**src/rtl/kbd_serializer_if.sv**
```systemverilog
// Signal bundle between a keyboard-side host and the serializer:
// snapshot inputs, enable, and the framed serial outputs.
`timescale 1ns/1ps
interface kbd_serializer_if;
    logic        I_EN;
    logic [63:0] I_MATRIX;
    logic [2:0]  I_SHIFT;
    logic        I_K_RESET;
    logic        O_TX;
    logic        O_NEWFRAME;
    logic        O_BUSY;
    logic        O_DONE;

    modport master (
        output I_EN, I_MATRIX, I_SHIFT, I_K_RESET,
        input  O_TX, O_NEWFRAME, O_BUSY, O_DONE
    );

    modport slave (
        input  I_EN, I_MATRIX, I_SHIFT, I_K_RESET,
        output O_TX, O_NEWFRAME, O_BUSY, O_DONE
    );
endinterface

```
**src/rtl/kbd_serializer.sv**
```systemverilog
// Keyboard link transmitter: snapshots the key matrix and flags, then sends a
// sync bit period followed by 72 data bits MSB first and an idle gap.
`timescale 1ns/1ps
module kbd_serializer #(
    parameter int CLK_DIV  = 50,
    parameter int GAP_BITS = 8
) (
    input logic             I_CLK,
    input logic             I_RESET,
    kbd_serializer_if.slave bus
);
    localparam int FRAME_BITS = 72;
    localparam int DW         = $clog2(CLK_DIV);
    localparam int GW         = (GAP_BITS > 1) ? $clog2(GAP_BITS) : 1;

    localparam logic [DW-1:0] DIV_LAST = DW'(CLK_DIV - 1);
    localparam logic [DW-1:0] DIV_PRE  = DW'(CLK_DIV - 2);
    localparam logic [GW-1:0] GAP_LAST = GW'(GAP_BITS - 1);
    localparam logic [6:0]    BIT_LAST = 7'd71;

    typedef enum logic [1:0] {IDLE, SYNC, DATA, GAP} state_t;

    state_t                  state, state_d;
    logic [DW-1:0]           div_cnt;
    logic [6:0]              bit_cnt;
    logic [GW-1:0]           gap_cnt;
    logic [FRAME_BITS-1:0]   sh_q, snap;
    logic                    tx_q, nf_q, busy_q, done_q;
    logic                    tx_d, nf_d, busy_d, done_d;
    logic                    tick, load, shift, fin;

    // Row 0 goes out first, so it lands in the top byte of the shift register.
    always_comb begin
        snap = '0;
        for (int r = 0; r < 8; r++)
            snap[FRAME_BITS-1-8*r -: 8] = bus.I_MATRIX[8*r +: 8];
        snap[7:0] = {bus.I_SHIFT, bus.I_K_RESET, 4'b0000};
    end

    assign tick = (state != IDLE) && (div_cnt == DIV_LAST);

    always_ff @(posedge I_CLK or posedge I_RESET) begin
        if (I_RESET) state <= IDLE;
        else         state <= state_d;
    end

    always_comb begin
        state_d = state;
        tx_d    = 1'b1;
        nf_d    = 1'b0;
        busy_d  = busy_q;
        done_d  = 1'b0;
        load    = 1'b0;
        shift   = 1'b0;
        fin     = 1'b0;
        case (state)
            IDLE: fin = 1'b1;
            SYNC: begin
                nf_d = 1'b1;
                if (tick) begin
                    state_d = DATA;
                    nf_d    = 1'b0;
                    tx_d    = sh_q[FRAME_BITS-1];
                end
            end
            DATA: begin
                tx_d = sh_q[FRAME_BITS-1];
                // Registered pulse, so raise it one clock early to cover the final clock.
                done_d = (bit_cnt == BIT_LAST) && (div_cnt == DIV_PRE);
                if (tick) begin
                    if (bit_cnt == BIT_LAST) begin
                        tx_d = 1'b1;
                        if (GAP_BITS != 0) state_d = GAP;
                        else               fin     = 1'b1;
                    end else begin
                        tx_d  = sh_q[FRAME_BITS-2];
                        shift = 1'b1;
                    end
                end
            end
            GAP: fin = tick && (gap_cnt == GAP_LAST);
            default: state_d = IDLE;
        endcase
        // Shared frame-boundary decision: idle wait, end of gap, or gapless end of data.
        if (fin) begin
            if (bus.I_EN) begin
                load    = 1'b1;
                state_d = SYNC;
                nf_d    = 1'b1;
                busy_d  = 1'b1;
            end else begin
                state_d = IDLE;
                busy_d  = 1'b0;
            end
        end
    end

    always_ff @(posedge I_CLK or posedge I_RESET) begin
        if (I_RESET) begin
            div_cnt <= '0;
            bit_cnt <= '0;
            gap_cnt <= '0;
            sh_q    <= '1;
            tx_q    <= 1'b1;
            nf_q    <= 1'b0;
            busy_q  <= 1'b0;
            done_q  <= 1'b0;
        end else begin
            tx_q   <= tx_d;
            nf_q   <= nf_d;
            busy_q <= busy_d;
            done_q <= done_d;

            if (state == IDLE || state_d != state || tick) div_cnt <= '0;
            else                                            div_cnt <= div_cnt + 1'b1;

            if (state_d != DATA)            bit_cnt <= '0;
            else if (tick && state == DATA) bit_cnt <= bit_cnt + 1'b1;

            if (state_d != GAP)            gap_cnt <= '0;
            else if (tick && state == GAP) gap_cnt <= gap_cnt + 1'b1;

            if (load)       sh_q <= snap;
            else if (shift) sh_q <= {sh_q[FRAME_BITS-2:0], 1'b1};
        end
    end

    assign bus.O_TX       = tx_q;
    assign bus.O_NEWFRAME = nf_q;
    assign bus.O_BUSY     = busy_q;
    assign bus.O_DONE     = done_q;
endmodule

```
**src/flat_wrapper.sv**
```systemverilog
// flat-port wrapper written by rule: the top's interface ports become plain ports
module kbd_serializer_flat 
#(
    parameter int CLK_DIV  = 50,
    parameter int GAP_BITS = 8
)
  (I_CLK, I_RESET, bus_I_EN, bus_I_MATRIX, bus_I_SHIFT, bus_I_K_RESET, bus_O_TX, bus_O_NEWFRAME, bus_O_BUSY, bus_O_DONE);
  kbd_serializer_if bus_i ();
  input logic I_CLK;
  input logic I_RESET;
  input wire logic [$bits(bus_i.I_EN)-1:0] bus_I_EN;
  input wire logic [$bits(bus_i.I_MATRIX)-1:0] bus_I_MATRIX;
  input wire logic [$bits(bus_i.I_SHIFT)-1:0] bus_I_SHIFT;
  input wire logic [$bits(bus_i.I_K_RESET)-1:0] bus_I_K_RESET;
  output wire logic [$bits(bus_i.O_TX)-1:0] bus_O_TX;
  output wire logic [$bits(bus_i.O_NEWFRAME)-1:0] bus_O_NEWFRAME;
  output wire logic [$bits(bus_i.O_BUSY)-1:0] bus_O_BUSY;
  output wire logic [$bits(bus_i.O_DONE)-1:0] bus_O_DONE;
  assign bus_i.I_EN = bus_I_EN;
  assign bus_i.I_MATRIX = bus_I_MATRIX;
  assign bus_i.I_SHIFT = bus_I_SHIFT;
  assign bus_i.I_K_RESET = bus_I_K_RESET;
  assign bus_O_TX = bus_i.O_TX;
  assign bus_O_NEWFRAME = bus_i.O_NEWFRAME;
  assign bus_O_BUSY = bus_i.O_BUSY;
  assign bus_O_DONE = bus_i.O_DONE;
  kbd_serializer #(.CLK_DIV(CLK_DIV), .GAP_BITS(GAP_BITS)) u_core (.I_CLK(I_CLK), .I_RESET(I_RESET), .bus(bus_i));
endmodule
```
**config.mk**
```make
export PLATFORM = sky130hd
export DESIGN_NAME = kbd_serializer_flat
export DESIGN_NICKNAME = d
export VERILOG_FILES = /design/src/rtl/kbd_serializer_if.sv /design/src/rtl/kbd_serializer.sv /design/src/flat_wrapper.sv
export SDC_FILE = /design/constraint.sdc
export NUM_CORES = 1
export LEC_CHECK = 0
export ABC_AREA = 1
export BUFFER_PORTS_ARGS = -buffer_cell sky130_fd_sc_hd__buf_2
export CORE_ASPECT_RATIO = 2
export CORE_MARGIN = 4
export CORE_UTILIZATION = 36
export DETAILED_ROUTE_END_ITERATION = 10
export GPL_TIMING_DRIVEN = 1
export HOLD_SLACK_MARGIN = 0.12
export PLACE_DENSITY = 0.57
export SETUP_SLACK_MARGIN = 0.15
export SYNTH_ARGS = -nofsm -noshare
export SYNTH_HDL_FRONTEND = slang
export SYNTH_SLANG_ARGS = --single-unit
```
**constraint.sdc**
```tcl
create_clock -name I_CLK -period 3.7 [get_ports I_CLK]
set_input_delay 0.37 -clock I_CLK [delete_from_list [all_inputs] [get_ports I_CLK]]
set_output_delay 0.37 -clock I_CLK [all_outputs]
set_load 0.01 [all_outputs]
```
==> Word-level counts from Yosys, hierarchy flattened <==
Index checks and enable logic that the tools add are counted.
{ "totals": {"reg_bits": 94, "out_inout_bits": 4, "word_cells": 62} }
{ "classes": {"reduce_logical": 12, "n_eq_ne": 10, "mux": 28, "add_sub_neg": 3} }
{ "ops": {"columns": ["operator", "count"], "rows": [
  ["72-bit two-way mux", 2],
  ["1-bit two-way mux", 14],
  ["7-bit two-way mux", 2],
  ["6-bit == test, second input constant", 2],
  ["2-bit two-way mux", 4],
  ["2-bit nonzero test", 4],
  ["7-bit by 1-bit adder with 7-bit output, second input constant", 1],
  ["7-bit == test, second input constant", 1],
  ["6-bit by 1-bit adder with 6-bit output, second input constant", 1],
  ["3-bit two-way mux", 2],
  ["6-bit two-way mux", 1],
  ["1-bit logical AND", 5],
  ["2-bit == test, second input constant", 2],
  ["2-bit != test, second input constant", 2],
  ["1-bit case mux with 2 select lines", 2],
  ["2-bit case mux with 2 select lines", 1],
  ["3-bit by 1-bit adder with 3-bit output, second input constant", 1],
  ["3-bit == test, second input constant", 1],
  ["2-bit by 1-bit == test with 1-bit output, second input constant", 1],
  ["2-bit logical NOT", 1],
  ["1-bit logical OR", 2],
  ["2-bit != test", 1]
]} }

==> Logic depth before layout (Yosys ltp) <==
{ "depth": {"ltp_word": 9, "depth_mapped": 15} }

==> Worst setup path before layout <==
Ideal clock, no wire load.
{ "synth_timing": {"kind": "reg2reg", "startpoint": "register u_core.state[1]", "endpoint": "register u_core.sh_q[10]", "arrival_time_ns": 1.752, "required_time_ns": 3.618, "n_path_buf": 2, "synth_period_minus_slack_ns": 1.834, "stages_incl_launch_ff": 11, "slack_ns": 1.866, "path_cell_list": "dfrtp_1 -> inv_1 -> ha_1 -> nor2_1 -> nand4_1 -> a21oi_2 -> nand2_2 -> buf_2 -> buf_4 -> nand3_1 -> nand3_1"} }
{ "synth_via": {"elab_chain_cells": 6} }
{ "synth_rtl": {"columns": ["item", "line", "rtl"], "rows": [
  ["start, declared", "kbd_serializer.sv:23", "state_t state, state_d;"],
  ["start signal, assigned", "kbd_serializer.sv:44", "else state <= state_d;"],
  ["2-bit nonzero test", "kbd_serializer.sv:40", "assign tick = (state != IDLE) && (div_cnt == DIV_LAST);"],
  ["1-bit logical AND", "kbd_serializer.sv:40", null],
  ["1-bit logical AND", "kbd_serializer.sv:81", "GAP: fin = tick && (gap_cnt == GAP_LAST);"],
  ["1-bit case mux with 2 select lines", "kbd_serializer.sv:56", "case (state)"],
  ["1-bit two-way mux", "kbd_serializer.sv:85", "if (fin) begin"],
  ["72-bit two-way mux / 2-bit nonzero test (equally long branches)", null, null],
  ["end signal, assigned", "kbd_serializer.sv:123", "if (load) sh_q <= snap;"],
  ["end signal, assigned", "kbd_serializer.sv:124", "else if (shift) sh_q <= {sh_q[FRAME_BITS-2:0], 1'b1};"],
  ["end, declared", "kbd_serializer.sv:27", "logic [FRAME_BITS-1:0] sh_q, snap;"]
]} }
Several ways; a longest one is shown, not always the timed one.
A chain may end at the register's enable or synchronous reset.

==> Worst setup path in the final report <==
{ "layout_timing": {"startpoint": "register u_core.state[0]", "endpoint": "register u_core.sh_q[40]"} }
The elaborated chain is that of the path after synthesis.

==> impl_metrics.csv <==
group,metric,value,unit
clock_tree,numCtsBuffers,9,
synth,yosysMostFrequentCell,"nand2_1",
placement,dp_hpwl,7347,µm
die,die_w,88.32,µm
run,maxCapViolCount,0,
worst_setup_path,regToRegSetupSlack,0.96,ns
clock_tree,clk_pin_slew,0.06,ns
die,core,12630,µm²
placement,port_buffers,74,
pwr,p_int,2810,µW
status,status,"finished, final reports clean",
timing,tns,0,ns
placement,dp_slack,0.9458,ns
placement,place.gp.congestion,0.7758,
routing,drt-pass1-iter-count,5,
die,row_count,58,
worst_setup_path,crit_type,"flip-flop to flip-flop",
hold_path,hp-class,"input port to async pin",
timing,fmax,0.3648,GHz
timing,rsz0062_at_grt,"no",
synth,yosysUniqueCellTypes,35,
worst_setup_path,endpoint_kind,"flip-flop",
worst_setup_path,crit_path_max_fanout,54,
timing,max_slew_margin,0.4461,
clock_tree,clock_sinks,94,
worst_setup_path,crit_chain,"inv_1 -> ha_1 -> nor2_1 -> nand4_1 -> a21oi_2 -> nand2_2 -> buf_4 -> nand2_4 -> inv_4 -> nand2_1 -> nand3_1",
synth,syn_avg_cell_area,8.553,µm²
timing,setup_ws,0.9586,ns
clock_tree,cts_resized,0,
pwr,clkPwrFrac,0.203,
synth,yosysSeqAreaShare,0.5261,
worst_setup_path,arrival,3.01,ns
cells_and_area,layout-drive-gt1-share,0.3011,
cells_and_area,nNetsFinal,688,
cells_and_area,syn_to_final_growth,15.49,%
clock_tree,cts_root_buffer,"clkbuf_16",
worst_setup_path,cp_slowest_stage_delay,0.54,ns
routing,dr.first_iter.drc_count,224,
clock_tree,cts_tree,"built",
global_route,grt_pass1_vias,3915,
timing,finClkSkew,0.01029,ns
worst_setup_path,cp.required,3.97,ns
clock_tree,clockBufferDepth,2,
routing,vias,3840,
worst_setup_path,crit_slowest_cell,"inv_4",
synth,synth_area,4644,µm²
timing,finalHoldViolations,0,
clock_tree,cts_hold_buffers,0,
cells_and_area,antenna-diode-count,0,
worst_setup_path,crit_buf_inv,3,
clock_tree,h-tree-depth,3,
synth,yosys-top-cells-area,"dfstp_2 41%, nand3_1 12%, nand2_1 12%, dfrtp_1 11%, o21ai_0 4.3%",
global_route,grt_pass1_wl,18050,µm
routing,routed_wl,10610,µm
timing,final_max_slew_viol_count,0,
cells_and_area,nFillCells,1292,
synth,post-synth-top-area-cell,"dfstp_2",
synth,synth_flop_cell,"dfstp_2",
die,io_pins,75,
worst_setup_path,path_depth,11,
pwr,p_leak,0.002475,µW
synth,synth_warnings,0,
pwr,p_seq_frac,0.449,
pwr,powerDensity,826.3,nW/µm²
global_route,antenna_found_initial,0,
synth,synth_edf_count,0,
pwr,p_sw_frac,0.3660,
timing,tightestPinTransition,0.8297,ns
die,die_y,168.6,µm
routing,wl_per_cell,13.94,µm
die,start_util,0.3678,
worst_setup_path,critPathTopFamily,"buffers and inverters",
synth,synth_common_cells,"146 x nand2_1, 113 x nand3_1, 73 x dfstp_2, 41 x inv_1, 40 x o21ai_0",
timing,timing.final.crit_share,0.7409,
worst_setup_path,critPathLaunchType,"flip-flop",
pwr,power.switching,1622,µW
routing,via_per_inst,5.046,
worst_setup_path,r2r_cells,11,
synth,syn_nets,625,
die,die-area,14890,µm²
synth,ys_async_sr_fraction,1.000,
pwr,combPwrFrac,0.348,
global_route,grt_overflow,0,
global_route,grt_max_degree,55,
synth,ys_ff_latch,94,
synth,synth_top_area_frac,0.4130,
timing,fin_hold_ws,0.1796,ns
clock_tree,worst_skew_pair.late_latency,0.34,ns
synth,synth_cells,543,
global_route,gr-usage-all-layers,0.1521,
routing,route.detailed.drc,0,
pwr,ir_worst_vdd,398.8,µV
routing,ant_nets,0,
timing,min_period,2.741,ns
timing,finalSetupViolCount,0,
clock_tree,cts_setup_buffers,0,
==> cell type report <==
class / count / area [µm²] / area share
tap: 150 / 187.7 / 0.03499
timing repair buffer: 79 / 407.9 / 0.07604
clock buffer: 12 / 266.5 / 0.04969
sequential: 94 / 2444 / 0.4556
clock inverter: 4 / 30.03 / 0.005598
inverter: 44 / 168.9 / 0.03149
multi-input combinational: 378 / 1859 / 0.3466
==> kinds of logic after synthesis <==
logic type                 synth area share
buffers and inverters               0.07354
DFF                                  0.5261
xor gates and xnor gates            0.01509
AOI/OAI and AO/OA                   0.07139
and+or+nand+nor                      0.2842
adders and majority gates           0.02963
==> state kept, by name (all words and copies together), names as in the netlist <==
name	cells
u_core.gap_cnt	3
u_core.sh_q	72
u_core.bit_cnt	7
u_core.state	2
u_core.bus.O_NEWFRAME	1
u_core.bus.O_DONE	1
u_core.bus.O_BUSY	1
u_core.bus.O_TX	1
u_core.div_cnt	6
==> final timing paths <==
| kind | startpoint | end |
|---|---|---|
| max in group asynchronous | I_RESET | u_core.sh_q[70] |
| min in group I_CLK | bus_I_MATRIX[62] | u_core.sh_q[14] |
| worst min register to register | u_core.sh_q[1] | u_core.sh_q[1] |
| worst max-delay path | u_core.state[0] | u_core.sh_q[40] |
| worst max register to register | u_core.state[0] | u_core.sh_q[40] |
| worst min-delay path | I_RESET | u_core.bus.O_DONE |
==> layout by cell type, fill, tap and decap left out <==
master      synthesis  layout
nor3_2              1       1
o211ai_1            2       2
nand2_2             3       3
a21oi_2             1       1
or2_2               1       1
clkbuf_8            0       3
o21ai_0            40      40
clkinv_4            0       2
buf_4               6       5
nor2_4              1       1
clkinv_2            0       2
o21ai_2             1       1
inv_1              41      40
nor4_2              1       1
nand2_1           146     146
inv_2               2       2
clkbuf_16           0       9
nand3_1           113     113
nand3b_1            1       1
a21oi_1             6       6
dfrtp_1            21      21
nor3b_1             2       2
o21ai_1            12      12
o2111ai_1           1       1
nor3_1              2       2
nor2_1             20      20
xnor2_1             2       2
dfstp_2            73      73
nand2_4             1       1
xor2_1              6       6
clkinvlp_4          0       1
nand3_2             1       1
inv_4               1       1
ha_1               11      11
nor2_2              1       1
buf_2               9      74
nand4_1             2       2
==> power by group through the flow <==
stage                     combinational, µW  clock, µW  sequential, µW
final                                  1540        899            1990
after CTS                              1580        930            1990
after global routing                   1820        969            2040
after global placement                 1520          0            1990
after detailed placement               1560          0            2010
after floorplan                        1280          0            1950
==> stage by stage <==
stage / cells / cell area [µm²] / utilization / total power, µW
after floorplan: 543 / 4644 / - / 3229
after CTS: 761 / 5364 / 0.4248 / 4495
final: 761 / 5364 / 0.4248 / 4432
after global placement: 745 / 5067 / 0.4013 / 3511
after detailed placement: 745 / 5067 / 0.4013 / 3570
after global routing: 761 / 5364 / 0.4248 / 4836
==> per-layer routing <==
layer,track usage,vias up,wire [µm]
li1,-,1899,-
met1,0.1866,1839,4430
met2,0.2599,86,5495
met3,0.03312,16,481
met4,0.05000,0,197
met5,0,-,0
(Power assumes the default switching activity.)
